$ cat config.mk
export PLATFORM = sky130hd
export DESIGN_NAME = row_accumulator
export DESIGN_NICKNAME = d
export VERILOG_FILES = /design/src/rtl/row_accumulator_pkg.sv /design/src/rtl/row_accumulator_sat_add_vec.sv /design/src/rtl/row_accumulator.sv
export SDC_FILE = /design/constraint.sdc
export NUM_CORES = 1
export LEC_CHECK = 0
export ABC_AREA = 1
export CAP_MARGIN = 20
export CORE_MARGIN = 3
export CORE_UTILIZATION = 45
export CTS_BUF_LIST = sky130_fd_sc_hd__clkbuf_4
export DETAILED_ROUTE_END_ITERATION = 7
export PLACE_DENSITY = 0.69
export SKIP_LAST_GASP = 1
export SYNTH_ARGS = -nofsm -noshare
export SYNTH_HDL_FRONTEND = slang
export SYNTH_SLANG_ARGS = --single-unit
$ cat constraint.sdc
create_clock -name clk -period 6.7 [get_ports clk]
set_clock_uncertainty 0.1 [all_clocks]
set_input_delay 1.34 -clock clk [delete_from_list [all_inputs] [get_ports clk]]
set_output_delay 1.34 -clock clk [all_outputs]
set_load 0.01 [all_outputs]
$ cat src/rtl/row_accumulator_pkg.sv
// Shared types and constants for the attention-row accumulator.
package row_accumulator_pkg;

  localparam int VEC_LEN_DEF = 8;
  localparam int ELEM_W_DEF  = 16;
  localparam int ACC_W_DEF   = 24;
  localparam int COUNT_W_DEF = 8;

  // Element and packed-vector types at the default widths
  typedef logic signed [ELEM_W_DEF-1:0] elem_t;
  typedef logic signed [ACC_W_DEF-1:0]  acc_elem_t;
  typedef logic [VEC_LEN_DEF*ELEM_W_DEF-1:0] elem_vec_t;
  typedef logic [VEC_LEN_DEF*ACC_W_DEF-1:0]  acc_vec_t;

  // Signed clipping limits of one accumulator element
  localparam acc_elem_t ACC_MAX = {1'b0, {(ACC_W_DEF-1){1'b1}}};
  localparam acc_elem_t ACC_MIN = {1'b1, {(ACC_W_DEF-1){1'b0}}};

  // ACCUM: collecting terms of a row; HOLD: presenting the finished sum
  typedef enum logic {
    ACCUM = 1'b0,
    HOLD  = 1'b1
  } state_e;

endpackage

$ cat src/rtl/row_accumulator_sat_add_vec.sv
// Element-wise signed adder: acc + sext(vec) with per-element clipping to the
// accumulator range, plus a flag raised when any element clipped.
module sat_add_vec #(
  parameter int VEC_LEN = 8,
  parameter int ELEM_W  = 16,
  parameter int ACC_W   = 24
) (
  input  logic [VEC_LEN*ACC_W-1:0]  acc_i,
  input  logic [VEC_LEN*ELEM_W-1:0] vec_i,
  output logic [VEC_LEN*ACC_W-1:0]  sum_o,
  output logic                      sat_o
);

  localparam logic [ACC_W-1:0] SAT_MAX = {1'b0, {(ACC_W-1){1'b1}}};
  localparam logic [ACC_W-1:0] SAT_MIN = {1'b1, {(ACC_W-1){1'b0}}};

  logic [VEC_LEN-1:0] clip;

  for (genvar g = 0; g < VEC_LEN; g++) begin : g_elem
    logic [ACC_W-1:0]  a;
    logic [ELEM_W-1:0] e;
    logic [ACC_W:0]    wide;
    logic              ovf;

    assign a = acc_i[g*ACC_W +: ACC_W];
    assign e = vec_i[g*ELEM_W +: ELEM_W];
    // One guard bit holds the exact sum since ELEM_W <= ACC_W
    assign wide = {a[ACC_W-1], a} + {{(ACC_W+1-ELEM_W){e[ELEM_W-1]}}, e};
    // Guard bit disagreeing with the top bit means the sum left the range;
    // the guard bit then carries the true sign of the result
    assign ovf = wide[ACC_W] ^ wide[ACC_W-1];
    assign sum_o[g*ACC_W +: ACC_W] = ovf ? (wide[ACC_W] ? SAT_MIN : SAT_MAX)
                                         : wide[ACC_W-1:0];
    assign clip[g] = ovf;
  end

  assign sat_o = |clip;

endmodule

$ cat src/rtl/row_accumulator.sv
// Sums the vectors of one attention row into saturating accumulators and
// hands the finished sum downstream.
// Handshake: a transfer happens at a clock edge where valid and ready are
// both high; a valid source holds its data stable until that edge, and
// ready never depends combinationally on valid.
module row_accumulator
  import row_accumulator_pkg::*;
#(
  parameter int VEC_LEN = VEC_LEN_DEF,
  parameter int ELEM_W  = ELEM_W_DEF,
  parameter int ACC_W   = ACC_W_DEF,
  parameter int COUNT_W = COUNT_W_DEF
) (
  input  logic                      clk,
  input  logic                      rst,
  input  logic                      vld_in,
  output logic                      rdy_out,
  input  logic [VEC_LEN*ELEM_W-1:0] vec_in,
  input  logic                      last_in,
  output logic                      vld_out,
  input  logic                      rdy_in,
  output logic [VEC_LEN*ACC_W-1:0]  vec_out,
  output logic [COUNT_W-1:0]        count_out,
  output logic                      sat_out,
  output state_e                    state_o
);

  state_e                   state_q;
  logic [VEC_LEN*ACC_W-1:0] acc_q;
  logic [VEC_LEN*ACC_W-1:0] acc_d;
  logic [COUNT_W-1:0]       count_q;
  logic                     sat_q;
  logic                     sat_d;
  logic                     rdy_q;
  logic                     vld_q;
  logic                     accept;

  sat_add_vec #(
    .VEC_LEN (VEC_LEN),
    .ELEM_W  (ELEM_W),
    .ACC_W   (ACC_W)
  ) u_sat_add_vec (
    .acc_i (acc_q),
    .vec_i (vec_in),
    .sum_o (acc_d),
    .sat_o (sat_d)
  );

  // rdy_q is only ever high in ACCUM, so this is the accumulate condition
  assign accept = vld_in && rdy_q;

  // Row FSM with accumulator, saturating term counter, sticky clip flag and
  // registered handshake outputs
  always_ff @(posedge clk) begin
    if (rst) begin
      state_q <= ACCUM;
      acc_q   <= '0;
      count_q <= '0;
      sat_q   <= 1'b0;
      rdy_q   <= 1'b1;
      vld_q   <= 1'b0;
    end else begin
      case (state_q)
        ACCUM: begin
          if (accept) begin
            acc_q   <= acc_d;
            count_q <= (&count_q) ? count_q : count_q + 1'b1;
            sat_q   <= sat_q | sat_d;
            if (last_in) begin
              state_q <= HOLD;
              rdy_q   <= 1'b0;
              vld_q   <= 1'b1;
            end
          end
        end
        HOLD: begin
          if (rdy_in) begin
            state_q <= ACCUM;
            acc_q   <= '0;
            count_q <= '0;
            sat_q   <= 1'b0;
            rdy_q   <= 1'b1;
            vld_q   <= 1'b0;
          end
        end
        default: begin
          state_q <= ACCUM;
          rdy_q   <= 1'b1;
          vld_q   <= 1'b0;
        end
      endcase
    end
  end

  assign rdy_out   = rdy_q;
  assign vld_out   = vld_q;
  assign vec_out   = acc_q;
  assign count_out = count_q;
  assign sat_out   = sat_q;
  assign state_o   = state_q;

endmodule

* After elaboration in Yosys (flattened, before gate mapping) *
Cells that the tools add are included.

storage, ports and cells
  output and inout port bits = 204
  input bits = 133
  register bits = 204
  word-level logic and storage cells = 72

cells by class
  muxes and demuxes = 37
  equality and inequality tests = 4
  reductions and logical operators = 6
  add/sub/neg operators = 9
  bitwise operators = 10

operators with widths
  cell                 count
  $mux 192             2
  $mux 24              16
  $pmux 192 s2         1
  $add 24x16->25       8
  $mux 8               3
  $pmux 8 s2           1
  $mux 1               10
  $add 8x1->8 const B  1
  $ne 2x2->1 const B   4
  $pmux 1 s2           4
  $reduce_and 8->1     1
  $reduce_or 8->1      1
  $xor 1x1->1          8
  $reduce_and 3->1     2
  $reduce_and 2->1     1
  $logic_and 1x1->1    1
  $not 1->1            1
  $or 1x1->1           1

* Longest topological paths before layout *
  depth after elaboration = 6
  mapped depth = 21
  mapped depth without buffers = 20

* Hierarchy *
From an unflattened synthesis, not the netlist that was laid out.

second synthesis, totals
  cells, all modules = 3,442
  area total of the unflattened synthesis = 20,454.6 um2

by module, submodules not included
  module           cells an instance  area each (um2)  sequential area each (um2)  times used
  sat_add_vec      2,511              13,163.9         0.0                         1
  row_accumulator  931                7,290.7          4,083.9                     1

* Worst setup path after synthesis *
OpenSTA, ideal clock, no wires.

  path type = input to register
  from = input port vec_in[80]
  to = register acc_q[122], in the netlist vec_out[122]
  arrival = 3.971 ns
  library setup time = 0.132 ns
  stages on the path = 19
  data required time = 6.468 ns
  setup slack = 2.497 ns
  path through = ha_1 > inv_1 > fa_1 > inv_1 > nand2_1 > o21ai_2 > nand2_1 > nand2_1 > nand2_1 > nand3_1 > nand2_1 > and2_1 > ha_1 > clkbuf_1 > inv_1 > clkbuf_1 > o21ai_0 > nand3_1 > a21oi_1

between the ends
  longest elaborated chain between the ends = 5
  elaborated cells on any way between the ends = 6
  those cells by class = 1 x add/sub; 4 x mux; 1 x bitwise

RTL lines
  element                                        RTL line                                                              source
  start: declaration                             row_accumulator.sv:18                                                 input logic [VEC_LEN*ELEM_W-1:0] vec_in,
  $add 24x16->25 (*)                             row_accumulator_sat_add_vec.sv:28                                     assign wide = {a[ACC_W-1], a} + {{(ACC_W+1-ELEM_W){e[ELEM_W-1]}}, e};
  $mux 24 / $xor 1x1->1 (equally long branches)  row_accumulator_sat_add_vec.sv:32, row_accumulator_sat_add_vec.sv:31
  $mux 24 (*)                                    row_accumulator_sat_add_vec.sv:32                                     assign sum_o[g*ACC_W +: ACC_W] = ovf ? (wide[ACC_W] ? SAT_MIN : SAT_MAX)
  $mux 192 (*)                                   row_accumulator.sv:65                                                 if (accept) begin
  $pmux 192 s2 (*)                               row_accumulator.sv:63                                                 case (state_q)
  end signal: assignment                         row_accumulator.sv:57                                                 acc_q <= '0;
  end signal: assignment                         row_accumulator.sv:66                                                 acc_q <= acc_d;
  end signal: assignment                         row_accumulator.sv:79                                                 acc_q <= '0;
  end: declaration                               row_accumulator.sv:29                                                 logic [VEC_LEN*ACC_W-1:0] acc_q;

Every way passes the cells marked *; elsewhere a longest branch is shown, timed or not. The select of a mux whose other input is x is not followed.
A chain may end at the register's enable or synchronous reset.

* Final worst setup path *
  from = input port vec_in[80]
  to = register sat_q, in the netlist sat_out

between the ends
  longest elaborated chain between the ends = 6

RTL lines
  element                 RTL line                           source
  $add 24x16->25          row_accumulator_sat_add_vec.sv:28
  $xor 1x1->1             row_accumulator_sat_add_vec.sv:31  assign ovf = wide[ACC_W] ^ wide[ACC_W-1];
  $reduce_or 8->1         row_accumulator_sat_add_vec.sv:37  assign sat_o = |clip;
  $or 1x1->1              row_accumulator.sv:68              sat_q <= sat_q | sat_d;
  $mux 1                  row_accumulator.sv:65
  $pmux 1 s2              row_accumulator.sv:63
  end signal: assignment  row_accumulator.sv:68
  end: declaration        row_accumulator.sv:32              logic sat_q;

No other way between the ends. The select of a mux whose other input is x is not followed.

==> tab_implementation.tex <==
\begin{tabular}{lr}
\hline
Metric & Value \\
\hline
\multicolumn{2}{l}{\textbf{Clock tree}} \\
Clock slew at the register clock pins of the worst setup and hold paths & approximately 60 ps \\
Clock latency at the later pin of the worst-skew pair & about 800 ps \\
Number of buffers inserted to repair setup after CTS & 0 \\
Cts repair resizes & 0 \\
Sink count of the clock tree & about 200 \\
Hold buffer count at cts & 0 \\
CTS Buffer Depth & 3 \\
Number of buffers added by the clock tree synthesis step & just over 60 \\
Cell chosen for the clock root & clkbuf\_4 \\
CTS tree & built \\
Total number of H-tree levels & 2 \\
\multicolumn{2}{l}{\textbf{GRT}} \\
Via count of the first global-routing pass & roughly 22000 \\
Largest net degree at the start of global routing & 194 \\
GR Overflow Total & 0 \\
Antenna violations before repair & 9 \\
Global-route usage over all layers & between 20 and 30\% \\
First-pass GRT wire length & 113200 um \\
\multicolumn{2}{l}{\textbf{STA}} \\
Worst-case headroom to the max-slew limit & a little over two fifths \\
Final setup fails & 0 \\
Fin crit period & 4952 ps \\
Final Max Slew Viols & 0 \\
Fin Setup TNS & 0 ps \\
Min setup slack post-route & 1748 ps \\
Final period util & around 74\% \\
Worst hold slack & around 370 ps \\
Number of failing hold endpoints at the final stage & 0 \\
RSZ-0062 raised after global routing & false \\
Worst slew pin tran & 874.8 ps \\
Fmax & between 200 and 250 MHz \\
\multicolumn{2}{l}{\textbf{Critical path}} \\
Max incr delay on CP & between 600 and 700 ps \\
Endpoint class of the critical path & register \\
Top cell by count, worst path & nand2\_1 \\
Critical path arrival & 5540 ps \\
Type of element launching the critical path & input port \\
Largest fanout of any net on the critical path & 16 \\
Worst Path Class, Setup & in -> reg \\
Series of cell instances along the critical path & clkdlybuf4s50\_1 -> ha\_1 -> inv\_1 -> fa\_1 -> inv\_1 -> nand2\_1 -> o21ai\_2 -> nand2\_1 -> nand2\_1 -> nand2\_1 -> nand3\_1 -> nand2\_1 -> and2\_1 -> ha\_1 -> inv\_1 -> nand4\_1 -> nor4\_1 -> nand3\_1 -> nand2\_1 -> a21oi\_1 \\
Worst EP required & 7290 ps \\
CP max-delay cell & inv\_1 \\
\multicolumn{2}{l}{\textbf{Outcome}} \\
Outcome & finished clean \\
\multicolumn{2}{l}{\textbf{Floorplanning}} \\
Num ports & approximately 340 \\
Overall die area & around 48000 um\^{}2 \\
Die Y & roughly 220 um \\
Placeable core region & about 45000 um\^{}2 \\
Standard-cell rows & just under 80 \\
Die span in x & between 200 and 250 um \\
Initial core utilization & between 40\% and 50\% \\
\multicolumn{2}{l}{\textbf{Power}} \\
Peak VDD IR & about 0.20 mV \\
Sequential power share & approximately a fifth \\
Combinational power share & 69.4\% \\
Leak Pwr & roughly 12 nW \\
PnR Total Power & roughly 11 mW \\
Share of total power consumed by net switching & a little over half \\
Net Switching & approximately 5.6 mW \\
Pwr dens & $\sim$420 nW/um\^{}2 \\
Internal Dissipation & 5.039 mW \\
Clock network fraction of total power & approximately 11\% \\
\multicolumn{2}{l}{\textbf{Synthesis}} \\
Mean post-synth cell area & between 5 and 6 um\^{}2 \\
Part of the Yosys area used for sequential elements & just under 20\% \\
Mapped Cells & $\sim$3500 \\
Netlist Area Pre-Place & approximately 21000 um\^{}2 \\
Number of distinct standard cells referenced by the synthesized netlist & 39 \\
Number of warnings printed during yosys synthesis & 0 \\
\#FFs+latches synth & 204 \\
Post-Synthesis Net Count & between 3000 and 4000 \\
\multicolumn{2}{l}{\textbf{Placement}} \\
\# placed instances & approximately 4300 \\
RePlAce Congestion & 0.9565 \\
Detail Placement HPWL & between 50000 and 60000 um \\
Pre-CTS setup slack & 931.2 ps \\
IO buf count & $\sim$340 \\
\multicolumn{2}{l}{\textbf{Route}} \\
Detailed Routing Iterations Pass 1 & 6 \\
ANT nets after route & 0 \\
Routed wire length & 70730 um \\
Total vias in the final route & 23852 \\
Final routed wire length divided by cell count & around 16 um \\
Via-to-Cell Ratio & roughly 5.4 \\
Detailed router's first-iteration violation count & about 1800 \\
DR DRC count & 0 \\
\multicolumn{2}{l}{\textbf{Final layout}} \\
Non-filler instance count after layout & between 4000 and 5000 \\
Area of the multi-input gates & between 10000 and 15000 um\^{}2 \\
Number of nets in the layout & between 4000 and 5000 \\
Synth-to-Final Area Change & 21.96\% \\
Share of cells above drive strength 1 & under 10\% \\
Filler Cell Count & about 4700 \\
Register cell area after layout & between 4000 and 5000 um\^{}2 \\
\multicolumn{2}{l}{\textbf{Job}} \\
Count of maximum capacitance violations & 0 \\
\multicolumn{2}{l}{\textbf{Worst hold path}} \\
Worst min-delay path class & reg -> reg \\
\hline
\end{tabular}
==> layout by cell type (no fill, tap or decap), types with 16 or more instances in the layout <==
cell	n
a21oi_1	448
and2_1	28
clkbuf_4	86
clkdlybuf4s50_1	335
clkinv_1	17
dfxtp_1	204
ha_1	207
inv_1	411
nand2_1	944
nand2_2	18
nand3_1	416
nand4_1	106
nor2_1	206
nor3_1	28
o21ai_0	195
o21bai_1	16
or2_2	28
==> worst paths after layout <==
kind / start / end / slack (ps) / cells past startpoint
worst max-delay path: vec_in[80] / sat_out$_SDFFE_PP0P_ / 1750 / 20
worst min-delay path: vld_out$_SDFFE_PP0P_ / vld_out$_SDFFE_PP0P_ / 370 / 2
worst max register to register: vec_out[120]$_SDFFE_PP0P_ / sat_out$_SDFFE_PP0P_ / 2390 / 19
worst min register to register: vld_out$_SDFFE_PP0P_ / vld_out$_SDFFE_PP0P_ / 370 / 2
==> cell type report <==
type                       count  share of cell area [%]
multi-input combinational   2742                   57.90
sequential                   204                   16.24
timing repair buffer         344                   13.67
inverter                     414                   6.200
tap                          592                   2.946
clock buffer                  86                   2.568
clock inverter                24                  0.3931
antenna                        8                 0.07961
==> per-layer routing <==
layer | track usage (%) | routed length (um) | vias to the layer above | part of all wire (%)
met5 | 0 | 37 | - | 0.052
met4 | 9.702 | 2257 | 6 | 3.2
met3 | 5.709 | 5403 | 140 | 7.6
met2 | 44.11 | 30280 | 741 | 43
met1 | 39.02 | 32750 | 10696 | 46
li1 | - | - | 12269 | -
==> critical path, delay by kind of cell <==
kind                       cells  cell delay (ps)
adders and majority gates      3             1130
buffers and inverters          4             1270
and+or+nand+nor               11             1520
AOI/OAI and AO/OA              2              260
==> per-stage QoR <==
step | utilization [%] | area, um^2
after floorplan | - | 20620
after global placement | 54.54 | 24380
final | 56.25 | 25150
after CTS | 56.21 | 25130
after global routing | 56.23 | 25140
after detailed placement | 54.54 | 24380
==> sequential cells by signal, indices dropped and copies added, names as in the netlist <==
register,cells
count_out,8
rdy_out,1
sat_out,1
state_o,1
vec_out,192
vld_out,1
==> power groups by stage <==
stage / Sequential, mW / Combinational, mW / Clock, mW
after detailed placement: 2.07 / 7.29 / 0
final: 2.05 / 7.35 / 1.19
after global routing: 2.11 / 8.26 / 1.31
after CTS: 2.05 / 7.32 / 1.24
after global placement: 2.07 / 7.28 / 0
after floorplan: 2.15 / 4.80 / 0
==> cells in the mapped netlist <==
cell      count  area [um^2]
nor3_1       28        140.1
a21oi_4       2        32.53
nand2_4       2        22.52
nor2_2        7        43.79
a21oi_1     448         2242
nor2_1      207        777.0
and2_1       28        175.2
a21boi_0      5        37.54
o21bai_1     16        120.1
o22a_1        1        8.760
xnor2_1      12        105.1
dfxtp_1     204         4084
a21o_1        9        67.56
nand3_1     416         2082
ha_1        207         2590
clkinv_1      2        7.510
nand2_1     944         3543
a211oi_1      1        7.510
nand4_1     106        663.1
o21ai_1       1        5.000
o211ai_1      3        22.52
buf_4         7        52.55
nor4_1        1        6.260
o21ai_2       6        52.55
buf_1        10        37.54
inv_2         1        3.750
or2_2        28        175.2
nand3_2      12        120.1
xor2_1       10        87.58
a21oi_2       9        78.83
buf_2        11        55.05
a221oi_1      6        52.55
o21ai_0     195        975.9
fa_1          8        160.2
nand2_2      18        112.6
nand3b_1      6        45.04
inv_1       411         1543
clkbuf_1     63        236.5
buf_6         4        45.04
==> kinds of logic (layout without fill, tap and decap cells) <==
group | Yosys count | in the layout | share of synthesized area, %
AO/OA/AOI/OAI | 702 | 702 | 17.96
AND/OR/NAND/NOR | 1803 | 1803 | 38.35
buffers and inverters | 509 | 868 | 9.607
adder cells (fa/ha/maj) | 215 | 215 | 13.34
flip-flops | 204 | 204 | 19.81
XOR/XNOR | 22 | 22 | 0.9346
other | 0 | 8 | 0
(Power assumes the default switching activity.)
